**config.mk**
```make
export PLATFORM = sky130hd
export DESIGN_NAME = multicycle_datapath_flat
export DESIGN_NICKNAME = d
export VERILOG_FILES = /design/src/rtl/multicycle_datapath_if.sv /design/src/rtl/multicycle_datapath.sv /design/src/flat_wrapper.sv
export SDC_FILE = /design/constraint.sdc
export NUM_CORES = 2
export LEC_CHECK = 0
export CORE_MARGIN = 3
export CORE_UTILIZATION = 55
export DETAILED_ROUTE_END_ITERATION = 6
export GPL_TIMING_DRIVEN = 0
export MAX_ROUTING_LAYER = met4
export PLACE_DENSITY_LB_ADDON = 0.25
export SETUP_SLACK_MARGIN = 0.15
export SYNTH_ARGS = -nofsm -noshare
export SYNTH_HDL_FRONTEND = slang
export SYNTH_SLANG_ARGS = --single-unit
```
**constraint.sdc**
```tcl
create_clock -name clk -period 6.9 [get_ports clk]
set_input_delay 1.38 -clock clk [delete_from_list [all_inputs] [get_ports clk]]
set_output_delay 1.38 -clock clk [all_outputs]
set_load 0.05 [all_outputs]
```
**src/rtl/multicycle_datapath_if.sv**
```systemverilog
// Controller strobes and shared memory port between the multicycle
// datapath and its surroundings (controller + instruction/data memory).
interface multicycle_datapath_if #(
  parameter int unsigned DW = 32
);
  // Control strobes from the controller
  logic          pcen;
  logic          iord;
  logic          irwrite;
  logic          regdst;
  logic          memtoreg;
  logic          regwrite;
  logic          alusrca;
  logic [1:0]    alusrcb;
  logic [1:0]    pcsrc;
  logic [2:0]    alucontrol;
  // Status back to the controller
  logic [5:0]    op;
  logic [5:0]    funct;
  logic          zero;
  // Shared memory port
  logic [DW-1:0] adr;
  logic [DW-1:0] writedata;
  logic [DW-1:0] readdata;

  // Controller/memory side
  modport master (
    output pcen, iord, irwrite, regdst, memtoreg, regwrite,
           alusrca, alusrcb, pcsrc, alucontrol, readdata,
    input  op, funct, zero, adr, writedata
  );

  // Datapath side
  modport slave (
    input  pcen, iord, irwrite, regdst, memtoreg, regwrite,
           alusrca, alusrcb, pcsrc, alucontrol, readdata,
    output op, funct, zero, adr, writedata
  );
endinterface

```
**src/rtl/multicycle_datapath.sv**
```systemverilog
// Multicycle MIPS datapath: PC, IR/MDR/A/B/ALUOut, 32x32 register file
// and ALU, driven cycle by cycle by the controller strobes on the bus.
module multicycle_datapath #(
  parameter logic [31:0] RESET_PC = 32'h0000_0000,
  parameter int unsigned DW       = 32
) (
  input  logic                  clk,
  input  logic                  reset,
  multicycle_datapath_if.slave  bus,
  input  logic [4:0]            dbg_ra,
  output logic [DW-1:0]         dbg_rd
);

  logic [DW-1:0] pc_q, pc_d;
  logic [DW-1:0] ir_q, ir_d;
  logic [DW-1:0] mdr_q, mdr_d;
  logic [DW-1:0] a_q, a_d;
  logic [DW-1:0] b_q, b_d;
  logic [DW-1:0] aluout_q, aluout_d;
  logic [DW-1:0] rf_q [32];
  logic [DW-1:0] rf_d [32];

  logic [DW-1:0] signimm;
  logic [DW-1:0] srca;
  logic [DW-1:0] srcb;
  logic [DW-1:0] alu_result;
  logic [DW-1:0] jump_target;
  logic [4:0]    wa;
  logic [DW-1:0] wd;
  logic [4:0]    rs;
  logic [4:0]    rt;

  assign rs          = ir_q[25:21];
  assign rt          = ir_q[20:16];
  assign signimm     = {{(DW-16){ir_q[15]}}, ir_q[15:0]};
  assign jump_target = {pc_q[31:28], ir_q[25:0], 2'b00};
  assign wa          = bus.regdst ? ir_q[15:11] : ir_q[20:16];
  assign wd          = bus.memtoreg ? mdr_q : aluout_q;

  // ALU operand selection and operation
  always_comb begin
    srca = bus.alusrca ? a_q : pc_q;
    case (bus.alusrcb)
      2'b00:   srcb = b_q;
      2'b01:   srcb = DW'(4);
      2'b10:   srcb = signimm;
      default: srcb = {signimm[DW-3:0], 2'b00};
    endcase
    case (bus.alucontrol)
      3'b010:  alu_result = srca + srcb;
      3'b110:  alu_result = srca - srcb;
      3'b000:  alu_result = srca & srcb;
      3'b001:  alu_result = srca | srcb;
      3'b111:  alu_result = ($signed(srca) < $signed(srcb)) ? DW'(1) : '0;
      default: alu_result = '0;
    endcase
  end

  // Next-state values for all datapath registers and the register file
  always_comb begin
    mdr_d    = bus.readdata;
    a_d      = rf_q[rs];
    b_d      = rf_q[rt];
    aluout_d = alu_result;
    ir_d     = bus.irwrite ? bus.readdata : ir_q;
    pc_d     = pc_q;
    if (bus.pcen) begin
      case (bus.pcsrc)
        2'b01:   pc_d = aluout_q;
        2'b10:   pc_d = jump_target;
        default: pc_d = alu_result;
      endcase
    end
    rf_d = rf_q;
    if (bus.regwrite && (wa != 5'd0)) begin
      rf_d[wa] = wd;
    end
  end

  // State update; reset overrides every enable on the same edge
  always_ff @(posedge clk) begin
    if (reset) begin
      pc_q     <= RESET_PC;
      ir_q     <= '0;
      mdr_q    <= '0;
      a_q      <= '0;
      b_q      <= '0;
      aluout_q <= '0;
      for (int unsigned i = 0; i < 32; i++) begin
        rf_q[i] <= '0;
      end
    end else begin
      pc_q     <= pc_d;
      ir_q     <= ir_d;
      mdr_q    <= mdr_d;
      a_q      <= a_d;
      b_q      <= b_d;
      aluout_q <= aluout_d;
      rf_q     <= rf_d;
    end
  end

  assign bus.op        = ir_q[31:26];
  assign bus.funct     = ir_q[5:0];
  assign bus.zero      = (alu_result == '0);
  assign bus.adr       = bus.iord ? aluout_q : pc_q;
  assign bus.writedata = b_q;
  assign dbg_rd        = (dbg_ra == 5'd0) ? '0 : rf_q[dbg_ra];

endmodule

```
**src/flat_wrapper.sv**
```systemverilog
// flat-port wrapper written by rule: the top's interface ports become plain ports
module multicycle_datapath_flat 
#(
  parameter logic [31:0] RESET_PC = 32'h0000_0000,
  parameter int unsigned DW       = 32
)
  (clk, reset, dbg_ra, dbg_rd, bus_pcen, bus_iord, bus_irwrite, bus_regdst, bus_memtoreg, bus_regwrite, bus_alusrca, bus_alusrcb, bus_pcsrc, bus_alucontrol, bus_readdata, bus_op, bus_funct, bus_zero, bus_adr, bus_writedata);
  multicycle_datapath_if #(.DW(DW)) bus_i ();
  input  logic clk;
  input  logic reset;
  input  logic [4:0] dbg_ra;
  output logic [DW-1:0] dbg_rd;
  input wire logic [$bits(bus_i.pcen)-1:0] bus_pcen;
  input wire logic [$bits(bus_i.iord)-1:0] bus_iord;
  input wire logic [$bits(bus_i.irwrite)-1:0] bus_irwrite;
  input wire logic [$bits(bus_i.regdst)-1:0] bus_regdst;
  input wire logic [$bits(bus_i.memtoreg)-1:0] bus_memtoreg;
  input wire logic [$bits(bus_i.regwrite)-1:0] bus_regwrite;
  input wire logic [$bits(bus_i.alusrca)-1:0] bus_alusrca;
  input wire logic [$bits(bus_i.alusrcb)-1:0] bus_alusrcb;
  input wire logic [$bits(bus_i.pcsrc)-1:0] bus_pcsrc;
  input wire logic [$bits(bus_i.alucontrol)-1:0] bus_alucontrol;
  input wire logic [$bits(bus_i.readdata)-1:0] bus_readdata;
  output wire logic [$bits(bus_i.op)-1:0] bus_op;
  output wire logic [$bits(bus_i.funct)-1:0] bus_funct;
  output wire logic [$bits(bus_i.zero)-1:0] bus_zero;
  output wire logic [$bits(bus_i.adr)-1:0] bus_adr;
  output wire logic [$bits(bus_i.writedata)-1:0] bus_writedata;
  assign bus_i.pcen = bus_pcen;
  assign bus_i.iord = bus_iord;
  assign bus_i.irwrite = bus_irwrite;
  assign bus_i.regdst = bus_regdst;
  assign bus_i.memtoreg = bus_memtoreg;
  assign bus_i.regwrite = bus_regwrite;
  assign bus_i.alusrca = bus_alusrca;
  assign bus_i.alusrcb = bus_alusrcb;
  assign bus_i.pcsrc = bus_pcsrc;
  assign bus_i.alucontrol = bus_alucontrol;
  assign bus_i.readdata = bus_readdata;
  assign bus_op = bus_i.op;
  assign bus_funct = bus_i.funct;
  assign bus_zero = bus_i.zero;
  assign bus_adr = bus_i.adr;
  assign bus_writedata = bus_i.writedata;
  multicycle_datapath #(.RESET_PC(RESET_PC), .DW(DW)) u_core (.clk(clk), .reset(reset), .bus(bus_i), .dbg_ra(dbg_ra), .dbg_rd(dbg_rd));
endmodule
```
==> summary.log <==
[worst_setup_path] Crit path depth 7
[sta] worst-case clock skew 50.5 ps
[worst_setup_path] top cell family by delay on the critical path buffers and inverters
[worst_setup_path] largest driver fanout on the critical path 10
[synth] cell count after synthesis 6,387
[clock_network] number of buffers created by CTS 139
[cells_and_area] layout cell share with drive strength beyond 1 23.7%
[placement] post-placement setup slack -3010 ps
[clock_network] CTS Root Buffer Type sky130_fd_sc_hd__clkbuf_16
[synth] number of enable flip-flop cells after synthesis 0
[power_and_ir_drop] static leakage 25.7 nW
[routing] total routed wirelength 350 mm
[worst_setup_path] slowest cell delay on critical path 1050 ps
[die] die area 0.133 mm^2
[sta] count of final setup violators 4
[power_and_ir_drop] maximum vdd ir drop 0.256 mV
[sta] RSZ-0062 raised after global routing true
[sta] final hold violation count 0
[sta] share of the clock period used by the worst path 102%
[grt] All-Layer GR Usage 53.9%
[cells_and_area] fillers 10.3k
[worst_setup_path] Worst EP required 5520 ps
[sta] Period minus WS final 7030 ps
[power_and_ir_drop] power density relative to cell area 222 mW/mm^2
[clock_network] number of H-tree levels 4
[power_and_ir_drop] NetSw 0.00531 W
[clock_network] Worst-path clk slew 50 ps
[routing] Iter 0 DRT Violations 11.6k
[cells_and_area] leading cell type in the layout, fill and taps excluded sky130_fd_sc_hd__nor2_1
[cells_and_area] post-layout util 63.9%
[die] CORE AREA 0.127 mm^2
[die] Std-Cell Rows 130
[clock_network] total number of clock tree sinks 1,216
[power_and_ir_drop] cell internal pwr 0.0126 W
[power_and_ir_drop] total power 0.0179 W
[worst_setup_path] Bufs and invs on worst path 4
[power_and_ir_drop] power share of the clock group 43.7%
[die] top-level port count 162
[die] Initial Util 55.8%
[die] width of the die 364 um
[worst_setup_path] cells along the critical path clkdlybuf4s50_1, clkbuf_2, clkbuf_1, mux4_2, mux2i_1, nor2_1, clkdlybuf4s50_1
[power_and_ir_drop] combinational cell fraction of total power 15.9%
[routing] routed length per instance 41.1 um
[synth] most frequently used flop master after synthesis sky130_fd_sc_hd__dfxtp_1
[cells_and_area] commonest non-fill, non-tap cells in the layout sky130_fd_sc_hd__nor2_1 (1,258), sky130_fd_sc_hd__dfxtp_1 (1,215), sky130_fd_sc_hd__a211oi_1 (1,013)
[placement] IO Port Bufs 149
[placement] Placer Congestion 1.12
[job] count of max-cap constraint violations 14
[sta] minimum setup slack in the final design -132 ps
[routing] remaining number of nets flagged by the antenna check after routing 0
[synth] flip-flop and latch count after synthesis 1,216
[sta] achievable clock frequency 142 MHz
[grt] first-pass GRT wire length 480 mm
[grt] antenna violations before repair 16
[synth] fraction of registers with async set or reset after synthesis 0%
[worst_setup_path] worst endpoint data arrival time 5650 ps
[placement] final HPWL from detailed placement 263 mm
[grt] largest net degree at the start of global routing 17
[worst_setup_path] Critical Path Slowest Stage Cell sky130_fd_sc_hd__clkbuf_1
[synth] share of synthesized area occupied by flip-flops and latches 34.5%
[power_and_ir_drop] sequential power share 40.3%
[routing] via density per instance 7.72
[min_path] worst hold path class reg -> reg
[worst_setup_path] crit path capture type primary output
[synth] count of synthesis-stage warnings from yosys 0
[worst_setup_path] most frequent CP cell sky130_fd_sc_hd__clkdlybuf4s50_1
[grt] number of global-route vias before repair 61.9k
[run_status] result of the run complete, but fails checks
[clock_network] hold-fix buffers at CTS 0
[clock_network] later-pin clock latency in the skew report 840 ps
[clock_network] maximum buffer depth of the clock tree 3
[sta] Max Slew Vio Count 116
[clock_network] TritonCTS clock tree yes
[routing] 1st-pass router iterations 7
[power_and_ir_drop] Switching Fraction 29.6%
[synth] Net Count, Synth 6,549
[synth] number of distinct library cells after synthesis 96
[grt] remaining global-route overflow 0
[die] die extent in y 364 um
[synth] mean instance size in the synthesized netlist 11.0 um^2
[worst_setup_path] Worst Setup Path Type in -> out
[worst_setup_path] depth of the worst register-to-register path 9
[run_status] violated checks DRC, capacitance limit, slew limit, setup timing
[cells_and_area] area overhead of the layout relative to synthesis 14.6%
[sta] max_slew headroom -15.0%
[routing] remaining design rule violation count 3
[routing] vias after detailed routing 65.8k
[worst_setup_path] element type at the critical path start input port
[cells_and_area] post-layout net count 6,902
[min_path] Worst Hold Depth 1
[synth] post-synthesis instance area 0.0706 mm^2
[sta] Least-Margin Pin Slew 1680 ps
==> flip-flops by register name, summed over array words and instances, names as in the netlist <==
name	flops
u_core.a_q	32
u_core.bus.writedata	32
u_core.ir_q	32
u_core.pc_q	32
u_core.mdr_q	32
u_core.aluout_q	32
u_core.rf_q	1024
==> stage by stage <==
stage                     hold WS (ps)  area [um^2]  std cells  setup TNS, ps
after floorplan                    462        70600       6387              0
after global placement             475        74100       8186         -35890
after detailed placement           483        74100       8186         -36150
after CTS                          492        80500       8482              0
after global routing               505        80800       8511          -8.67
final                              492        80900       8519           -229
==> cells by family (layout without fill, tap and decap cells) <==
| logic type | count (synthesis) | count (layout) | share of synthesized area [%] |
|---|---|---|---|
| other | 0 | 19 | 0 |
| buffers and inverters | 860 | 1323 | 5.04 |
| AND/OR/NAND/NOR | 1597 | 1597 | 9.40 |
| multiplexers | 1213 | 1213 | 34.4 |
| XOR/XNOR | 22 | 22 | 0.273 |
| AO/OA/AOI/OAI | 1370 | 1370 | 14.5 |
| adder cells (fa/ha/maj) | 109 | 109 | 1.95 |
| flip-flops | 1216 | 1216 | 34.5 |
==> path summary, 6_finish.rpt <==
check | startpoint | end | slack (ps)
max | dbg_ra[3] | dbg_rd[31] | -130
min | u_core.rf_q[1018]$_SDFFE_PP0P_ | u_core.rf_q[1018]$_SDFFE_PP0P_ | 490
max reg2reg | u_core.ir_q[16]$_SDFFE_PP0P_ | u_core.rf_q[409]$_SDFFE_PP0P_ | 710
min reg2reg | u_core.rf_q[1018]$_SDFFE_PP0P_ | u_core.rf_q[1018]$_SDFFE_PP0P_ | 490
==> metal layers <==
layer  global-route usage [%]  up-vias  part of all wire [%]
met2                     73.1     6391                    41
met4                     47.7        0                    12
met5                        -        -                     0
met3                     22.1     1810                    15
met1                     60.7    32200                    32
li1                         -    25400                     -
==> repair_timing <==
item	CTS	global route
buffers inserted	44	15
cloned	1	0
hold endpoints to repair	0	0
resized for setup	289	71
pin swaps	62	30
setup endpoints to repair	36	22
==> Yosys cell counts, drive strengths merged (4+ instances only) <==
master	number	share of area, %
nand2b	26	0.23
o211a	4	0.057
nand3	24	0.17
o22ai	15	0.15
o21ai	52	0.38
o21bai	8	0.085
mux2	76	1.2
a31oi	10	0.089
a211oi	1023	11
o21a	8	0.085
mux4	960	31
a22o	15	0.19
a2111oi	8	0.11
o31a	6	0.074
nor2b	96	0.86
and2	6	0.057
nor3	28	0.20
or2	5	0.048
nand2	86	0.46
a221oi	4	0.067
o31ai	8	0.085
nor4	15	0.13
a21o	21	0.22
inv	108	0.57
a22oi	34	0.36
clkbuf	599	3.4
nand4	14	0.17
or3	5	0.046
a2111o	4	0.064
ha	107	1.9
a311oi	31	0.38
and3	4	0.035
dfxtp	1216	34
o211ai	10	0.14
a21oi	74	0.52
xnor2	20	0.25
mux2i	177	2.5
nor3b	4	0.059
o311ai	7	0.098
buf	152	0.98
nor2	1268	6.7
==> layout make-up <==
cell class,instances,area (um^2),area share (%)
diodes,19,47.5,0.0588
plain buffers,752,3460,4.28
clock buffers,215,4190,5.18
clock inverters,36,502,0.621
inverters,108,415,0.514
multi-input cells,4311,43800,54.2
flip-flops and latches,1216,24300,30.1
well taps,1650,2060,2.55
repair buffers,212,2040,2.53
==> power by group through the flow <==
stage | Clock, W | Combinational [W] | Sequential (W)
floorplan | 0 | 0.00151 | 0.00734
global placement | 0 | 0.00249 | 0.00737
detailed placement | 0 | 0.00250 | 0.00738
CTS | 0.00772 | 0.00268 | 0.00723
global route | 0.00799 | 0.00288 | 0.00724
finish | 0.00784 | 0.00286 | 0.00723
No activity file was read; power rests on OpenSTA's default activity.
